==> src/rtl/bit_pattern_sequencer_if.sv <==
// Bus bundle between the pattern sequencer, its controller and its pattern RAM.
// The master side drives control, configuration and RAM read data; the slave is the sequencer.
interface bit_pattern_sequencer_if #(
    parameter int WIDTH = 16,
    parameter int AW    = 10
);
    logic             tick;
    logic             start;
    logic             stop;
    logic [AW:0]      depth;
    logic [15:0]      repeat_count;
    logic [AW-1:0]    mem_addr;
    logic [WIDTH-1:0] mem_data;
    logic [WIDTH-1:0] pattern_out;
    logic             running;
    logic             done;
    logic             overrun;

    modport master (
        output tick, start, stop, depth, repeat_count, mem_data,
        input  mem_addr, pattern_out, running, done, overrun
    );

    modport slave (
        input  tick, start, stop, depth, repeat_count, mem_data,
        output mem_addr, pattern_out, running, done, overrun
    );
endinterface

==> src/rtl/bit_pattern_sequencer.sv <==
// Pattern playback engine: steps through a pattern RAM one word per tick,
// for a programmed number of passes or forever, using a one-word prefetch
// to hide the RAM read latency.
module bit_pattern_sequencer #(
    parameter int               WIDTH     = 16,
    parameter int               AW        = 10,
    parameter logic [WIDTH-1:0] IDLE_WORD = '0
) (
    input logic                    clk,
    input logic                    reset,
    bit_pattern_sequencer_if.slave bus
);

    typedef enum logic [1:0] {IDLE, PRIME, RUN} state_t;

    localparam logic [AW:0] DEPTH_MAX = {1'b1, {AW{1'b0}}};

    state_t           state_q;
    logic             prime_phase_q;
    logic [AW-1:0]    addr_q;
    logic [AW-1:0]    word_q;
    logic [AW:0]      depth_q;
    logic [15:0]      repeat_q;
    logic [15:0]      pass_q;
    logic [WIDTH-1:0] prefetch_q;
    logic [WIDTH-1:0] pattern_q;
    logic             pf_valid_q;
    logic             refill_q;
    logic             last_emitted_q;
    logic             running_q;
    logic             done_q;
    logic             overrun_q;

    logic [AW-1:0]    word_d;
    logic             is_last_word;
    logic             final_pass;
    logic             advance_addr;
    logic             start_ok;

    // Index bookkeeping: wrap point, final-pass detection and whether the RAM address should move on
    always_comb begin
        is_last_word = ({1'b0, word_q} == (depth_q - 1'b1));
        word_d       = is_last_word ? '0 : word_q + 1'b1;
        final_pass   = (repeat_q != 16'd0) && (pass_q == (repeat_q - 16'd1));
        advance_addr = !last_emitted_q && !(is_last_word && final_pass);
        start_ok     = bus.start && (bus.depth != '0) && (bus.depth <= DEPTH_MAX);
    end

    // Control FSM with all outputs registered; stop overrides everything but reset
    always_ff @(posedge clk) begin
        if (!reset) begin
            state_q        <= IDLE;
            prime_phase_q  <= 1'b0;
            addr_q         <= '0;
            word_q         <= '0;
            depth_q        <= '0;
            repeat_q       <= '0;
            pass_q         <= '0;
            prefetch_q     <= '0;
            pattern_q      <= IDLE_WORD;
            pf_valid_q     <= 1'b0;
            refill_q       <= 1'b0;
            last_emitted_q <= 1'b0;
            running_q      <= 1'b0;
            done_q         <= 1'b0;
            overrun_q      <= 1'b0;
        end else begin
            done_q <= 1'b0;
            if (bus.stop) begin
                state_q        <= IDLE;
                prime_phase_q  <= 1'b0;
                pattern_q      <= IDLE_WORD;
                running_q      <= 1'b0;
                pf_valid_q     <= 1'b0;
                refill_q       <= 1'b0;
                last_emitted_q <= 1'b0;
            end else begin
                unique case (state_q)
                    IDLE: begin
                        if (start_ok) begin
                            state_q        <= PRIME;
                            prime_phase_q  <= 1'b0;
                            depth_q        <= bus.depth;
                            repeat_q       <= bus.repeat_count;
                            addr_q         <= '0;
                            word_q         <= '0;
                            pass_q         <= '0;
                            pf_valid_q     <= 1'b0;
                            refill_q       <= 1'b0;
                            last_emitted_q <= 1'b0;
                            overrun_q      <= 1'b0;
                            running_q      <= 1'b1;
                        end
                    end
                    PRIME: begin
                        if (!prime_phase_q) begin
                            prime_phase_q <= 1'b1;
                        end else begin
                            prime_phase_q <= 1'b0;
                            prefetch_q    <= bus.mem_data;
                            pf_valid_q    <= 1'b1;
                            if (advance_addr) addr_q <= word_d;
                            state_q       <= RUN;
                        end
                    end
                    RUN: begin
                        if (refill_q) begin
                            refill_q   <= 1'b0;
                            prefetch_q <= bus.mem_data;
                            pf_valid_q <= 1'b1;
                            if (advance_addr) addr_q <= word_d;
                        end
                        if (bus.tick) begin
                            if (!pf_valid_q) begin
                                overrun_q <= 1'b1;
                            end else if (last_emitted_q) begin
                                state_q        <= IDLE;
                                pattern_q      <= IDLE_WORD;
                                done_q         <= 1'b1;
                                running_q      <= 1'b0;
                                pf_valid_q     <= 1'b0;
                                last_emitted_q <= 1'b0;
                            end else begin
                                pattern_q  <= prefetch_q;
                                pf_valid_q <= 1'b0;
                                refill_q   <= 1'b1;
                                word_q     <= word_d;
                                if (is_last_word) begin
                                    if (pass_q != 16'hFFFF) pass_q <= pass_q + 16'd1;
                                    if (final_pass) last_emitted_q <= 1'b1;
                                end
                            end
                        end
                    end
                    default: state_q <= IDLE;
                endcase
            end
        end
    end

    assign bus.mem_addr    = addr_q;
    assign bus.pattern_out = pattern_q;
    assign bus.running     = running_q;
    assign bus.done        = done_q;
    assign bus.overrun     = overrun_q;

endmodule

==> src/flat_wrapper.sv <==
// flat-port wrapper written by rule: the top's interface ports become plain ports
module bit_pattern_sequencer_flat 
#(
    parameter int               WIDTH     = 16,
    parameter int               AW        = 10,
    parameter logic [WIDTH-1:0] IDLE_WORD = '0
)
  (clk, reset, bus_tick, bus_start, bus_stop, bus_depth, bus_repeat_count, bus_mem_data, bus_mem_addr, bus_pattern_out, bus_running, bus_done, bus_overrun);
  bit_pattern_sequencer_if #(.WIDTH(WIDTH), .AW(AW)) bus_i ();
  input logic clk;
  input logic reset;
  input wire logic [$bits(bus_i.tick)-1:0] bus_tick;
  input wire logic [$bits(bus_i.start)-1:0] bus_start;
  input wire logic [$bits(bus_i.stop)-1:0] bus_stop;
  input wire logic [$bits(bus_i.depth)-1:0] bus_depth;
  input wire logic [$bits(bus_i.repeat_count)-1:0] bus_repeat_count;
  input wire logic [$bits(bus_i.mem_data)-1:0] bus_mem_data;
  output wire logic [$bits(bus_i.mem_addr)-1:0] bus_mem_addr;
  output wire logic [$bits(bus_i.pattern_out)-1:0] bus_pattern_out;
  output wire logic [$bits(bus_i.running)-1:0] bus_running;
  output wire logic [$bits(bus_i.done)-1:0] bus_done;
  output wire logic [$bits(bus_i.overrun)-1:0] bus_overrun;
  assign bus_i.tick = bus_tick;
  assign bus_i.start = bus_start;
  assign bus_i.stop = bus_stop;
  assign bus_i.depth = bus_depth;
  assign bus_i.repeat_count = bus_repeat_count;
  assign bus_i.mem_data = bus_mem_data;
  assign bus_mem_addr = bus_i.mem_addr;
  assign bus_pattern_out = bus_i.pattern_out;
  assign bus_running = bus_i.running;
  assign bus_done = bus_i.done;
  assign bus_overrun = bus_i.overrun;
  bit_pattern_sequencer #(.WIDTH(WIDTH), .AW(AW), .IDLE_WORD(IDLE_WORD)) u_core (.clk(clk), .reset(reset), .bus(bus_i));
endmodule
==> config.mk <==
export PLATFORM = sky130hd
export DESIGN_NAME = bit_pattern_sequencer_flat
export DESIGN_NICKNAME = d
export VERILOG_FILES = /design/src/rtl/bit_pattern_sequencer_if.sv /design/src/rtl/bit_pattern_sequencer.sv /design/src/flat_wrapper.sv
export SDC_FILE = /design/constraint.sdc
export NUM_CORES = 1
export LEC_CHECK = 0
export ABC_AREA = 1
export BUFFER_PORTS_ARGS = -buffer_cell sky130_fd_sc_hd__buf_2
export CELL_PAD_IN_SITES_DETAIL_PLACEMENT = 1
export CELL_PAD_IN_SITES_GLOBAL_PLACEMENT = 1
export CORE_ASPECT_RATIO = 0.75
export CORE_MARGIN = 4
export CORE_UTILIZATION = 39
export CTS_BUF_LIST = sky130_fd_sc_hd__clkbuf_8
export DETAILED_ROUTE_END_ITERATION = 16
export HOLD_SLACK_MARGIN = 0.02
export PLACE_DENSITY_LB_ADDON = 0.1
export SYNTH_ARGS = -nofsm -noshare
export SYNTH_HDL_FRONTEND = slang
export SYNTH_SLANG_ARGS = --single-unit
export TNS_END_PERCENT = 5
==> constraint.sdc <==
create_clock -name clk -period 2.25 [get_ports clk]
set_clock_uncertainty 0.2 [all_clocks]
set_input_delay 0.45 -clock clk [delete_from_list [all_inputs] [get_ports clk]]
set_output_delay 0.45 -clock clk [all_outputs]
set_load 0.02 [all_outputs]
## Word-level counts from Yosys, hierarchy flattened

Index checks and enable logic that the tools add are counted.

| storage, ports and cells | value |
|---|---|
| ROM bits | 0 |
| bits in writable memories | 0 |
| memories | 0 |
| output and inout port bits | 29 |
| register bits after elaboration | 104 |
| latch bits | 0 |

| cells by class | value |
|---|---|
| order comparisons | 1 |
| multiply operators | 0 |
| reductions and logical operators | 29 |
| div/mod/pow operators | 0 |
| $add $sub $neg | 4 |
| shift-type cells | 0 |
| equal/unequal tests | 15 |
| mux-type cells | 54 |
| bitwise operators | 5 |

Operators with widths:

| operator | number |
|---|---|
| 16-bit two-way mux | 9 |
| 10-bit two-way mux | 8 |
| 16-bit case mux with 2 select lines | 2 |
| 10-bit case mux with 3 select lines | 1 |
| 1-bit two-way mux | 21 |
| 10-bit case mux with 2 select lines | 1 |
| 5-bit AND reduction | 4 |
| 16-bit by 1-bit adder with 16-bit output (second input constant) | 1 |
| 16-bit == test | 1 |
| 16-bit != test (second input constant) | 1 |
| 16-bit nonzero test | 1 |
| 16-bit by 1-bit subtractor with 16-bit output (second input constant) | 1 |
| 2-bit by 1-bit != test with 1-bit output (second input constant) | 7 |
| 10-bit by 11-bit == test with 1-bit output | 1 |
| 11-bit less-or-equal comparator (second input constant) | 1 |
| 11-bit nonzero test | 1 |
| 11-bit by 1-bit subtractor with 11-bit output (second input constant) | 1 |
| 10-bit by 1-bit adder with 10-bit output (second input constant) | 1 |
| 2-bit two-way mux | 5 |
| 1-bit case mux with 2 select lines | 5 |
| 3-bit AND reduction | 3 |
| 4-bit AND reduction | 2 |
| 8-bit AND reduction | 1 |
| 2-bit != test (second input constant) | 3 |
| other kinds (14) | 26 |

## Logic depth before layout (Yosys ltp)

| depth | value |
|---|---|
| depth in word-level cells | 9 |
| depth in mapped cells | 19 |
| depth with buffers taken out | 18 |

## Worst setup path after synthesis

No wires, ideal clock.

| timing path | value |
|---|---|
| path type | register to register |
| start point | register u_core.state_q[0] |
| end point | register u_core.prefetch_q[10] |
| data required time | 1934 ps |
| arrival time | 1872 ps |
| setup time | 116 ps |
| path slack | 62 ps |
| period minus slack after synthesis | 2188 ps |
| stages on the path, launching flop included | 11 |
| cell sequence | dfxtp_1 -> inv_1 -> ha_1 -> buf_2 -> inv_1 -> o21ai_0 -> nor3_1 -> inv_1 -> clkbuf_1 -> nor2_1 -> nor2_1 |

| between the ends | value |
|---|---|
| longest elaborated chain between the ends | 3 |

RTL lines:

| what | RTL line | text |
|---|---|---|
| start: declaration | bit_pattern_sequencer.sv:18 | `state_t state_q;` |
| start signal: assignment | bit_pattern_sequencer.sv:52 | `state_q <= IDLE;` |
| start signal: assignment | bit_pattern_sequencer.sv:70 | `state_q <= IDLE;` |
| start signal: assignment | bit_pattern_sequencer.sv:81 | `state_q <= PRIME;` |
| 2-bit == test / 2-bit by 1-bit == test with 1-bit output (equally long branches) | bit_pattern_sequencer.sv:78 | `unique case (state_q)` |
| 2-bit by 1-bit != test with 1-bit output (no line) / 2-bit nonzero test (equally long branches) | n/a |  |
| 4-bit AND reduction (no line) | n/a |  |
| end signal: assignment | bit_pattern_sequencer.sv:100 | `prefetch_q <= bus.mem_data;` |
| end signal: assignment | bit_pattern_sequencer.sv:109 | `prefetch_q <= bus.mem_data;` |
| end: declaration | bit_pattern_sequencer.sv:25 | `logic [WIDTH-1:0] prefetch_q;` |

Parallel ways exist; a longest one is shown, timed or not.
A chain may end at the register's enable or synchronous reset.

## Final worst setup path

| timing path | value |
|---|---|
| start point | register u_core.pass_q[0] |
| end point | register u_core.pass_q[0] |

| between the ends | value |
|---|---|
| longest elaborated chain between the ends | 7 |

RTL lines:

| what | RTL line | text |
|---|---|---|
| start: declaration | bit_pattern_sequencer.sv:24 | `logic [15:0] pass_q;` |
| start signal: assignment | bit_pattern_sequencer.sv:129 | `if (pass_q != 16'hFFFF) pass_q <= pass_q + 16'd1;` |
| 16-bit by 1-bit adder with 16-bit output | bit_pattern_sequencer.sv:129 |  |
| 16-bit two-way mux | bit_pattern_sequencer.sv:129 |  |
| 16-bit two-way mux | bit_pattern_sequencer.sv:128 | `if (is_last_word) begin` |
| 16-bit two-way mux | bit_pattern_sequencer.sv:116 | `end else if (last_emitted_q) begin` |
| 16-bit two-way mux | bit_pattern_sequencer.sv:114 | `if (!pf_valid_q) begin` |
| 16-bit two-way mux | bit_pattern_sequencer.sv:113 | `if (bus.tick) begin` |
| 16-bit case mux with 2 select lines | bit_pattern_sequencer.sv:78 |  |

Parallel ways exist; a longest one is shown, timed or not. The select of a mux whose other input is x is not followed.

==> flow_summary.json <==
{
  "wl_met3_um": 938,
  "pwr-share-comb": 0.255,
  "clk_latency_ns": 0.39,
  "via_count": 6242,
  "fmax_ghz": 0.425,
  "fin_crit_sh": 1.04,
  "port_buffers": 76,
  "num_antenna_cells": 0,
  "worstPathRequired_ns": 2.39,
  "grt_max_degree": 64,
  "setup_violations": 26,
  "fill_cells": 2012,
  "syn_avg_cell_area_um2": 6.80,
  "antenna_found_initial": 0,
  "hpwl_mm": 14.8,
  "final_nets": 1073,
  "fp.coreArea_mm2": 0.0152,
  "outcome": "complete, but fails checks",
  "pin_count": 77,
  "cap_violations": 0,
  "hold_ws_ns": 0.0693,
  "cts_buffers": 9,
  "ant_nets": 0,
  "grt_usage": 0.234,
  "post_route_cells_drive_above_1_share": 0.301,
  "yosys.area.top_type_share": 0.346,
  "grt-ovfl-total": 0,
  "drt_iter0_drc": 379,
  "ys_types": 42,
  "yosys_warnings": 0,
  "place_area_mm2": 0.00705,
  "start_util": 0.397,
  "syn_to_final_growth_pct": 25.6,
  "fin_ws_ns": -0.101,
  "cts_tree": "built",
  "htree_levels": 3,
  "fin_total_pwr_uw": 4340,
  "async_reset_ff_frac": 0,
  "end_kind": "register",
  "fin_crit_ns": 2.35,
  "ys_ff_latch": 104,
  "yosysMostFrequentCell": "nand2_1",
  "clkSinkCount": 104,
  "wl_met2_mm": 8.81,
  "drc": 0,
  "synth_area_leaders": "dfxtp_1 35%, nand2_1 13%, nor2_1 8.5%",
  "power_density_mw_per_mm2": 574,
  "slew_violations": 0,
  "row_count": 39,
  "synth_top_cell_by_area": "dfxtp_1",
  "synthesis.instances": 886,
  "cts_root_buf": "clkbuf_8",
  "viasPerCell": 5.09,
  "first_global_vias": 6539,
  "seq_power_share": 0.458,
  "synth_top_flop_cell": "dfxtp_1",
  "rsz0062_at_grt": "true",
  "holdCritPathClass": "input port to register",
  "p_switching_uw": 1550,
  "die_w_um": 151,
  "p_clk_frac": 0.286,
  "crit_arrival_ns": 2.49,
  "synth-edff-count": 0,
  "ir_drop_mv": 0.306,
  "path_class": "register to register",
  "final_util": 0.498,
  "grt_pass1_wl_mm": 32.9,
  "r2r_slack_ns": -0.10,
  "synth_common_cells": "205 x nand2_1, 137 x nor2_1, 104 x dfxtp_1",
  "internal_power_uw": 2790,
  "gp_congestion": 0.919,
  "netlist_area_mm2": 0.00602,
  "worstMarginPinSlew_ns": 0.635,
  "clk_pin_slew_ns": 0.12,
  "violations": "negative setup slack",
  "leakage_uw": 0.00333,
  "cts_buffer_depth": 2,
  "startpoint_type": "register",
  "final-hold-violation-count": 0,
  "syn_nets": 943,
  "wl_mm": 19.9,
  "cp_max_fo": 16,
  "die_area_mm2": 0.0175,
  "max_slew_margin": 0.577,
  "wl_met1_mm": 9.90,
  "stdcell_area_mm2": 0.00756,
  "dieHeight_um": 116,
  "p_sw_frac": 0.357,
  "drt_first_pass_iters": 7,
  "ys_seq_area_frac": 0.346,
  "routedWlPerCell_um": 16.2,
  "cts_hold_buf": 0,
  "top_layer": "met4"
}
## power by group through the flow
stage / Combinational [uW] / Clock, uW / Sequential, uW
after floorplan: 639 / 0 / 2030
after global placement: 958 / 0 / 2020
after detailed placement: 1000 / 0 / 2020
after CTS: 1070 / 1280 / 1990
after global routing: 1230 / 1360 / 2000
final: 1110 / 1240 / 1990
## critical path: stages, from the launching register on
cell and delay (ns):
dfxtp_1 0.45, ha_1 0.22, nand2_1 0.09, nor3_1 0.30, nand4_1 0.28, o21ai_4 0.23, nand2_4 0.13, nand2_8 0.17
nand2_1 0.08, a21oi_1 0.14
## cell families (layout without fill, tap and decap cells)
kind of cell,Yosys count,after routing,synth area share
AO/OA/AOI/OAI,146,146,0.139
adder cells (fa/ha/maj),9,9,0.0187
XOR/XNOR,37,37,0.0551
buffers and inverters,120,255,0.0864
AND/OR/NAND/NOR,470,470,0.355
flip-flops,104,104,0.346
## layer usage
layer	vias to the layer above	global-route usage
li1	3103	-
met1	3000	0.338
met2	118	0.364
met3	21	0.0418
met4	0	0.0531
met5	-	0
## area by class of cell
cell class                      instances  area [um^2]  share of cell area
Timing Repair Buffer                  155         1080               0.142
Multi-Input combinational cell        662         3600               0.476
Clock inverter                          7         81.3              0.0108
Inverter                               84          323              0.0427
Tap cell                              205          256              0.0339
Sequential cell                       104         2100               0.278
Clock buffer                            9          124              0.0164
## sequential cells by signal (all words and copies together), names as in the netlist
signal                  flops
u_core.bus.overrun          1
u_core.refill_q             1
u_core.repeat_q            16
u_core.pf_valid_q           1
u_core.bus.done             1
u_core.bus.pattern_out     16
u_core.word_q              10
u_core.bus.mem_addr        10
u_core.state_q              2
u_core.pass_q              16
u_core.bus.running          1
u_core.prefetch_q          16
u_core.last_emitted_q       1
u_core.depth_q             11
u_core.prime_phase_q        1
## cells in the final DEF, fill, tap and decap left out, drive strengths merged
cell,instances
a21oi,72
or2,3
nor2,147
nor3b,3
nor4,2
ha,9
nand2,219
a31oi,2
a211oi,1
clkinv,5
clkbuf,10
buf,154
dfxtp,104
xnor2,9
inv,86
nand3,71
xor2,28
o211ai,2
nand4,9
o21ai,59
nand3b,1
o22ai,10
nor3,14
and3,1
## metrics by stage
| stage | setup slack, ns | cells | setup TNS, ns |
|---|---|---|---|
| detailed placement | -0.241 | 1202 | -9.56 |
| global route | -0.286 | 1226 | -5.60 |
| CTS | -0.0635 | 1224 | -0.838 |
| finish | -0.101 | 1226 | -1.53 |
| floorplan | 0.0625 | 886 | 0 |
| global placement | -0.121 | 1202 | -2.65 |
## worst paths after layout
path | cells after the start | from | to
hold / removal | 3 | bus_mem_data[12] | u_core.prefetch_q[12]
setup reg to reg | 9 | u_core.pass_q[0] | u_core.pass_q[0]
setup / recovery | 9 | u_core.pass_q[0] | u_core.pass_q[0]
hold reg to reg | 2 | u_core.prefetch_q[7] | u_core.bus.pattern_out[7]
## repair_timing
item | in CTS | in global routing
pin swaps | 19 | 18
buffers inserted | 5 | 1
gates resized for setup | 40 | 29
cloned | 1 | 1
setup endpoints to repair | 33 | 54
(Power assumes the default switching activity.)
